## src/rtl/store_data_queue_pkg.sv

```systemverilog
// Shared core types for the store data queue and its load-side consumers.
// Holds queue sizing, the store entry record and the memory access size.
package store_data_queue_pkg;

  // Number of in-flight stores tracked by the queue.
  localparam int SDQ_ENTRIES = 16;
  localparam int SDQ_IDX_W   = $clog2(SDQ_ENTRIES);
  // The extra wrap bit separates "full" from "empty" when the indices match.
  localparam int SDQ_PTR_W   = SDQ_IDX_W + 1;

  // Access width of a memory operation.
  typedef enum logic [1:0] {
    MEM_SIZE_B    = 2'd0,
    MEM_SIZE_H    = 2'd1,
    MEM_SIZE_W    = 2'd2,
    MEM_SIZE_RSVD = 2'd3
  } mem_size_t;

  // One store queue slot: allocation flag, address-ready flag and payload.
  typedef struct packed {
    logic        valid;
    logic        addr_vld;
    logic [31:0] addr;
    logic [31:0] data;
    mem_size_t   size;
  } sdq_entry_t;

  // Load queue slot. sdq_marker records the store tail seen at dispatch, so
  // the load knows which older stores it has to wait on.
  typedef struct packed {
    logic                 valid;
    logic                 addr_vld;
    logic [31:0]          addr;
    mem_size_t            size;
    logic [SDQ_PTR_W-1:0] sdq_marker;
  } ldq_entry_t;

  // Slot index addressed by a wrap-bit pointer.
  function automatic logic [SDQ_IDX_W-1:0] sdq_idx(input logic [SDQ_PTR_W-1:0] ptr);
    return ptr[SDQ_IDX_W-1:0];
  endfunction

  // Number of entries between two wrap-bit pointers (modulo 2*SDQ_ENTRIES).
  function automatic logic [SDQ_PTR_W-1:0] sdq_count(input logic [SDQ_PTR_W-1:0] younger,
                                                     input logic [SDQ_PTR_W-1:0] older);
    return younger - older;
  endfunction

endpackage

```

## src/rtl/store_data_queue_ptr.sv

```systemverilog
// Wrap-bit queue pointer: cleared by reset, loadable, otherwise incrementing
// modulo 2^W. A load takes priority over an increment in the same cycle.
module sdq_ptr #(
  parameter int W = 5
) (
  input  logic         clk,
  input  logic         rst,
  input  logic         i_inc,
  input  logic         i_load,
  input  logic [W-1:0] i_load_val,
  output logic [W-1:0] o_ptr
);

  logic [W-1:0] r_ptr;

  // Pointer register: reset to zero, load overrides increment.
  always_ff @(posedge clk or posedge rst) begin
    if (rst) begin
      r_ptr <= '0;
    end else if (i_load) begin
      r_ptr <= i_load_val;
    end else if (i_inc) begin
      r_ptr <= r_ptr + W'(1);
    end
  end

  assign o_ptr = r_ptr;

endmodule

```

## src/rtl/store_data_queue.sv

```systemverilog
// Store data queue. Stores are allocated in program order at the tail, get
// address and data from the store AGU, are retired by commit, and then drain
// to data memory in order from the head. head..commit holds committed stores
// waiting for memory; commit..tail holds speculative stores that a flush
// removes.
module store_data_queue
  import store_data_queue_pkg::*;
(
  input  logic                 clk,
  input  logic                 rst,
  // Dispatch
  input  logic                 disp_vld,
  output logic                 disp_full,
  output logic [SDQ_IDX_W-1:0] disp_sdq_idx,
  output logic [SDQ_PTR_W-1:0] disp_sdq_marker,
  output logic [SDQ_PTR_W-1:0] sdq_head_marker,
  // AGU writeback
  input  logic                 exec_vld,
  input  logic [SDQ_IDX_W-1:0] exec_sdq_idx,
  input  logic [31:0]          exec_addr,
  input  logic [31:0]          exec_data,
  input  logic [1:0]           exec_size,
  // Retire / recovery
  input  logic                 commit_vld,
  input  logic                 flush,
  // Memory write port
  output logic                 mem_req_vld,
  output logic [31:0]          mem_req_addr,
  output logic [31:0]          mem_req_data,
  output logic [1:0]           mem_req_size,
  input  logic                 mem_req_rdy,
  output logic                 sdq_empty
);

  localparam logic [SDQ_PTR_W-1:0] FULL_COUNT = SDQ_PTR_W'(SDQ_ENTRIES);

  // Pointers
  logic [SDQ_PTR_W-1:0] w_head;
  logic [SDQ_PTR_W-1:0] w_commit;
  logic [SDQ_PTR_W-1:0] w_tail;
  logic [SDQ_PTR_W-1:0] w_commit_next;
  logic [SDQ_PTR_W-1:0] w_flush_cnt;
  logic [SDQ_IDX_W-1:0] w_head_idx;
  logic [SDQ_IDX_W-1:0] w_tail_idx;
  logic [SDQ_IDX_W-1:0] w_commit_next_idx;

  // Per-cycle events
  logic w_full;
  logic w_empty;
  logic w_disp_fire;
  logic w_exec_fire;
  logic w_commit_fire;
  logic w_pop;

  // Entry state: flags are reset, payload is not (it is only ever read
  // through an entry whose addr_vld is set).
  logic [SDQ_ENTRIES-1:0] r_valid;
  logic [SDQ_ENTRIES-1:0] r_addr_vld;
  logic [SDQ_ENTRIES-1:0] w_valid_next;
  logic [SDQ_ENTRIES-1:0] w_addr_vld_next;
  logic [31:0]            r_addr [SDQ_ENTRIES];
  logic [31:0]            r_data [SDQ_ENTRIES];
  mem_size_t              r_size [SDQ_ENTRIES];
  sdq_entry_t             w_head_entry;

  assign w_head_idx        = sdq_idx(w_head);
  assign w_tail_idx        = sdq_idx(w_tail);
  assign w_commit_next_idx = sdq_idx(w_commit_next);

  // Occupancy is taken from the registered pointers only, so a pop in the
  // same cycle never makes room for a dispatch to a full queue.
  assign w_full  = (sdq_count(w_tail, w_head) == FULL_COUNT);
  assign w_empty = (w_head == w_tail);

  // Flush drops any same-cycle dispatch and exec.
  assign w_disp_fire = disp_vld & ~w_full & ~flush;

  // Exec only lands on an allocated entry, and never on the slot being
  // allocated this cycle (that slot's addr_vld is being cleared).
  assign w_exec_fire = exec_vld & ~flush & r_valid[exec_sdq_idx]
                     & ~(w_disp_fire & (exec_sdq_idx == w_tail_idx));

  assign w_commit_fire = commit_vld & (w_commit != w_tail);
  assign w_commit_next = w_commit + SDQ_PTR_W'(w_commit_fire);

  // Entries from the post-commit pointer up to the tail are discarded by flush.
  assign w_flush_cnt = sdq_count(w_tail, w_commit_next);

  assign w_pop = mem_req_vld & mem_req_rdy;

  sdq_ptr #(.W(SDQ_PTR_W)) u_head_ptr (
    .clk        (clk),
    .rst        (rst),
    .i_inc      (w_pop),
    .i_load     (1'b0),
    .i_load_val ({SDQ_PTR_W{1'b0}}),
    .o_ptr      (w_head)
  );

  sdq_ptr #(.W(SDQ_PTR_W)) u_commit_ptr (
    .clk        (clk),
    .rst        (rst),
    .i_inc      (w_commit_fire),
    .i_load     (1'b0),
    .i_load_val ({SDQ_PTR_W{1'b0}}),
    .o_ptr      (w_commit)
  );

  // Flush rewinds the tail to the (possibly just advanced) commit pointer.
  sdq_ptr #(.W(SDQ_PTR_W)) u_tail_ptr (
    .clk        (clk),
    .rst        (rst),
    .i_inc      (w_disp_fire),
    .i_load     (flush),
    .i_load_val (w_commit_next),
    .o_ptr      (w_tail)
  );

  // Per-entry flag updates.
  for (genvar gi = 0; gi < SDQ_ENTRIES; gi++) begin : g_entry
    localparam logic [SDQ_IDX_W-1:0] IDX = SDQ_IDX_W'(gi);

    logic                 w_disp_hit;
    logic                 w_exec_hit;
    logic                 w_pop_hit;
    logic                 w_flush_hit;
    logic [SDQ_IDX_W-1:0] w_offset;

    // Distance of this slot past the post-commit pointer; slots closer than
    // the flush count are speculative and get discarded on flush.
    assign w_offset    = IDX - w_commit_next_idx;
    assign w_flush_hit = flush & ({1'b0, w_offset} < w_flush_cnt);

    assign w_disp_hit = w_disp_fire & (w_tail_idx == IDX);
    assign w_exec_hit = w_exec_fire & (exec_sdq_idx == IDX);
    assign w_pop_hit  = w_pop & (w_head_idx == IDX);

    assign w_valid_next[gi]    = w_disp_hit | (r_valid[gi] & ~w_pop_hit & ~w_flush_hit);
    assign w_addr_vld_next[gi] = ~w_disp_hit & ~w_pop_hit & ~w_flush_hit
                               & (w_exec_hit | r_addr_vld[gi]);
  end

  // Entry flag registers; reset discards every entry, committed or not.
  always_ff @(posedge clk or posedge rst) begin
    if (rst) begin
      r_valid    <= '0;
      r_addr_vld <= '0;
    end else begin
      r_valid    <= w_valid_next;
      r_addr_vld <= w_addr_vld_next;
    end
  end

  // Payload written by the AGU writeback.
  always_ff @(posedge clk) begin
    if (w_exec_fire) begin
      r_addr[exec_sdq_idx] <= exec_addr;
      r_data[exec_sdq_idx] <= exec_data;
      r_size[exec_sdq_idx] <= mem_size_t'(exec_size);
    end
  end

  // The head entry drives the memory port directly; it only changes when
  // the head advances, so the request holds while memory stalls.
  assign w_head_entry = '{
    valid:    r_valid[w_head_idx],
    addr_vld: r_addr_vld[w_head_idx],
    addr:     r_addr[w_head_idx],
    data:     r_data[w_head_idx],
    size:     r_size[w_head_idx]
  };

  assign mem_req_vld  = (w_head != w_commit) & w_head_entry.valid & w_head_entry.addr_vld;
  assign mem_req_addr = w_head_entry.addr;
  assign mem_req_data = w_head_entry.data;
  assign mem_req_size = w_head_entry.size;

  assign disp_full       = w_full;
  assign sdq_empty       = w_empty;
  assign disp_sdq_idx    = w_tail_idx;
  assign disp_sdq_marker = w_tail;
  assign sdq_head_marker = w_head;

endmodule

```

## config.mk

```make
export PLATFORM = sky130hd
export DESIGN_NAME = store_data_queue
export DESIGN_NICKNAME = d
export VERILOG_FILES = /design/src/rtl/store_data_queue_pkg.sv /design/src/rtl/store_data_queue_ptr.sv /design/src/rtl/store_data_queue.sv
export SDC_FILE = /design/constraint.sdc
export NUM_CORES = 1
export LEC_CHECK = 0
export ABC_AREA = 1
export BUFFER_PORTS_ARGS = -buffer_cell sky130_fd_sc_hd__buf_2
export CAP_MARGIN = 0
export CORE_ASPECT_RATIO = 2
export CORE_MARGIN = 5
export CORE_UTILIZATION = 30
export CTS_CLUSTER_SIZE = 30
export DETAILED_ROUTE_END_ITERATION = 10
export REMOVE_ABC_BUFFERS = 1
export SYNTH_ARGS = -nofsm -noshare
export SYNTH_HDL_FRONTEND = slang
export SYNTH_HIERARCHICAL = 1
export SYNTH_SLANG_ARGS = --single-unit
```

## constraint.sdc

```tcl
create_clock -name clk -period 6.67 [get_ports clk]
set_input_delay 0.667 -clock clk [delete_from_list [all_inputs] [get_ports clk]]
set_output_delay 0.667 -clock clk [all_outputs]
set_load 0.02 [all_outputs]
```

==> metrics.cfg <==
[detailed_routing]
dr.pass1.iters = 5
wl_per_cell_um = 22.4
drt_wl_total_um = 124000
vias = 28300
drtIter0Drc = 2087
ant_nets = 0
viasPerCell = 5.08
drt_drc_violations_left = 0

[grt]
use_met2_pct = 27.5
grt_pass1_wl_um = 183000
grtUsageTotal_pct = 15.4
grtUsageMet3_pct = 3.03
grt_max_degree = 151
busiest_layer = met2
grt_use_met1_pct = 18.3
grt_antenna_before_repair = 22
grt_overflow_total = 0
grt_pass1_vias = 28700

[sta]
finalSetupViolCount = 0
hold_violations = 0
layout_setup_ws_ns = 1.76
fmax_mhz = 204
skew_ns = 0.0289
max_slew.worst_pin.slew_ns = 1.16
period_share_pct = 73.6
hold_slack_ns = 0.355
slew_violations = 0
slew_headroom_pct = 22.7
final.min_clock_period_ns = 4.91
grt_setup_unrepaired = no

[worst_setup_path]
cp.arrival_ns = 5.48
path_cells = o21ai_0 > o41ai_1 > inv_1 > ha_1 > ha_1 > inv_1 > nand2_1 > and2_1 > ha_1 > inv_1 > nand2_1 > xnor2_1 > ha_1 > nand2_1 > nand2_1 > a31oi_1 > nand3_1 > nand2_1 > nand2_1 > nand2_1 > nand2_1 > nand3_1 > nand2_1
crit_slowest_cell = xnor2_1
crit_required_ns = 7.24
worst_path_most_repeated_cell = nand2_1
crit_buf_inv = 3
path_delay_family = adder cells
slowest_delay_ns = 0.82
worstSetupPathType = register to register
crit_fanout = 17
critPathLaunchType = register
critPathCaptureType = register

[layout]
area_growth_pct = 13.5
fin_nets = 3668
final_cell_mix = edfxtp_1, nand2_1, nand3_1
drive_gt1_share_pct = 10.5
final_common_cell = edfxtp_1

[clocking]
post-cts-setup-buffers = 0
clockBufferDepth = 3
cts-root-buf = clkbuf_16
clk_pin_slew_worst_paths_ns = 0.07
cts_resized = 0
clock-sinks = 1103
clkLatencyLatePin_ns = 0.69
cts_htree_levels = 3
cts_buffers = 89
cts_tree = built

[die]
die_w_um = 282
die_area_um2 = 156000
rows = 199
coreArea_um2 = 147000
initial_core_util_pct = 30.2
io_pins = 160
die_height_um = 554

[logic_synthesis]
syn_inst = 3446
synthXorXnorAreaFrac_pct = 0.471
synth_ff_type = edfxtp_1
async_flop_share_pct = 4.26
yosysSeqAreaShare_pct = 74.1
synth_warnings = 6
synth_top_family_by_area = simple AND/OR/NAND/NOR gates
synth_compound_area_share_pct = 5.18
yosys.cell_types.count = 38
synth_enable_flop_cells = 1056
syn_area_um2 = 44400
synth-simple-area-share_pct = 16.4
yosys.area_share.adder_pct = 0.705
synth-seq-cells = 1103
avgSynthCellArea_um2 = 12.9
synth_mux_area_share_pct = 0

[place]
place_ws_ns = 1.80
io_buffers = 159
gp_congestion = 0.891
dp_hpwl_um = 67500

[run_status]
status = finished clean

[power]
leakage_nw = 17.3
p_per_area_nw_per_um2 = 313
vdd_drop_max_v = 0.000240

[flow_run]
maxCapViolations = 0

[min_path]
hold_path_class = input pin to register

==> power by group <==
group	internal, W	switching (W)	leakage (nW)
Clock	0.00302	0.00249	1.48
Combinational	0.000725	0.00183	5.73
Sequential	0.00762	0.0000743	10.1
==> through the flow <==
stage	total power (W)	cell area [µm²]	TNS (ns)	util, %	cells
6_report	0.0158	50400	0	34.2	5558
5_1_grt	0.0164	50300	0	34.2	5552
3_5_place_dp	0.0104	47300	0	32.1	5383
4_1_cts	0.0159	50300	0	34.2	5551
3_3_place_gp	0.0104	47300	0	32.1	5383
2_1_floorplan	0.00954	43600	-3440.25	-	3272
==> cell usage after synthesis (2+ instances only) <==
cell type  number  area share, %
edfxtp_1     1056             71
nand2_1       799            6.8
nand3_1       626            7.1
a22oi_1       270            4.6
inv_1         133            1.1
nor2_1         97           0.82
nand4_1        93            1.3
clkbuf_1       89           0.75
buf_2          76           0.86
dfrtp_1        47            2.6
ha_1           25           0.70
buf_1          19           0.16
o21ai_1        16           0.18
xnor2_1        15           0.30
o21ai_0        13           0.15
a21oi_1        10           0.11
buf_4           8           0.14
nand2_2         7          0.099
xor2_1          7           0.14
a21boi_0        6           0.10
inv_2           5          0.042
nand3b_1        4          0.068
nor3_1          4          0.045
buf_6           3          0.076
nor2_2          3          0.042
clkbuf_2        2          0.023
nand3_2         2          0.045
==> kinds of logic (layout without fill, tap and decap cells) <==
kind of cell | Yosys count | in the layout
fa+ha+maj | 25 | 25
other cells | 1 | 31
simple gates | 1640 | 1640
buf+inv | 335 | 508
compound gates | 319 | 319
flops | 1103 | 1103
xor+xnor | 23 | 23
==> area by class of cell <==
type	count	area, µm²
Timing Repair Buffer	203	1200
Sequential cell	1103	32900
Inverter	138	558
Tap cell	1909	2390
Antenna cell	7	17.5
Multi-Input combinational cell	2031	10200
Clock inverter	61	743
Clock buffer	106	2310
Fill cell	14100	96800
==> flip-flops by register name, summed over array words and instances (netlist names) <==
signal / flops
u_tail_ptr/o_ptr: 5
u_commit_ptr/o_ptr: 5
r_addr_vld: 16
r_addr: 512
u_head_ptr/o_ptr: 5
r_data: 512
r_size: 32
r_valid: 16
==> what timing repair did <==
item,in CTS,in global routing
endpoints found under the setup margin,0,0
hold endpoints to repair,15,0
hold buffers,1,0
==> worst reg2reg max path, cell delays in order (launching register included) <==
cell and delay [ns]:
dfrtp_1 0.70, o21ai_0 0.19, o41ai_1 0.35, inv_1 0.12
ha_1 0.23, ha_1 0.40, inv_1 0.18, nand2_1 0.11
and2_1 0.17, ha_1 0.20, inv_1 0.05, nand2_1 0.08
xnor2_1 0.82, ha_1 0.39, nand2_1 0.07, nand2_1 0.04
a31oi_1 0.16, nand3_1 0.12, nand2_1 0.09, nand2_1 0.05
nand2_1 0.05, nand2_1 0.08, nand3_1 0.10, nand2_1 0.06
==> per-layer routing <==
layer | part of all wire [%] | up-vias
met2 | 51 | 922
met3 | 6.2 | 257
met5 | 0.083 | -
met1 | 39 | 14200
li1 | - | 12900
met4 | 3.6 | 20
==> final timing paths <==
check / endpoint / cells after the start / slack (ns) / startpoint
hold / removal: r_data[14][4]$_DFFE_PP_ / 1 / 0.35 / exec_data[4]
max in group asynchronous: r_valid[5]$_DFF_PP0_ / 4 / 5.69 / rst
setup / recovery: r_valid[10]$_DFF_PP0_ / 23 / 1.76 / u_tail_ptr/o_ptr[2]$_DFFE_PP0P_
hold reg to reg: r_valid[0]$_DFF_PP0_ / 2 / 0.51 / r_valid[0]$_DFF_PP0_
setup reg to reg: r_valid[10]$_DFF_PP0_ / 23 / 1.76 / u_tail_ptr/o_ptr[2]$_DFFE_PP0P_
min in group asynchronous: u_commit_ptr/o_ptr[2]$_DFFE_PP0P_ / 3 / 0.48 / rst
(Power assumes the default switching activity.)
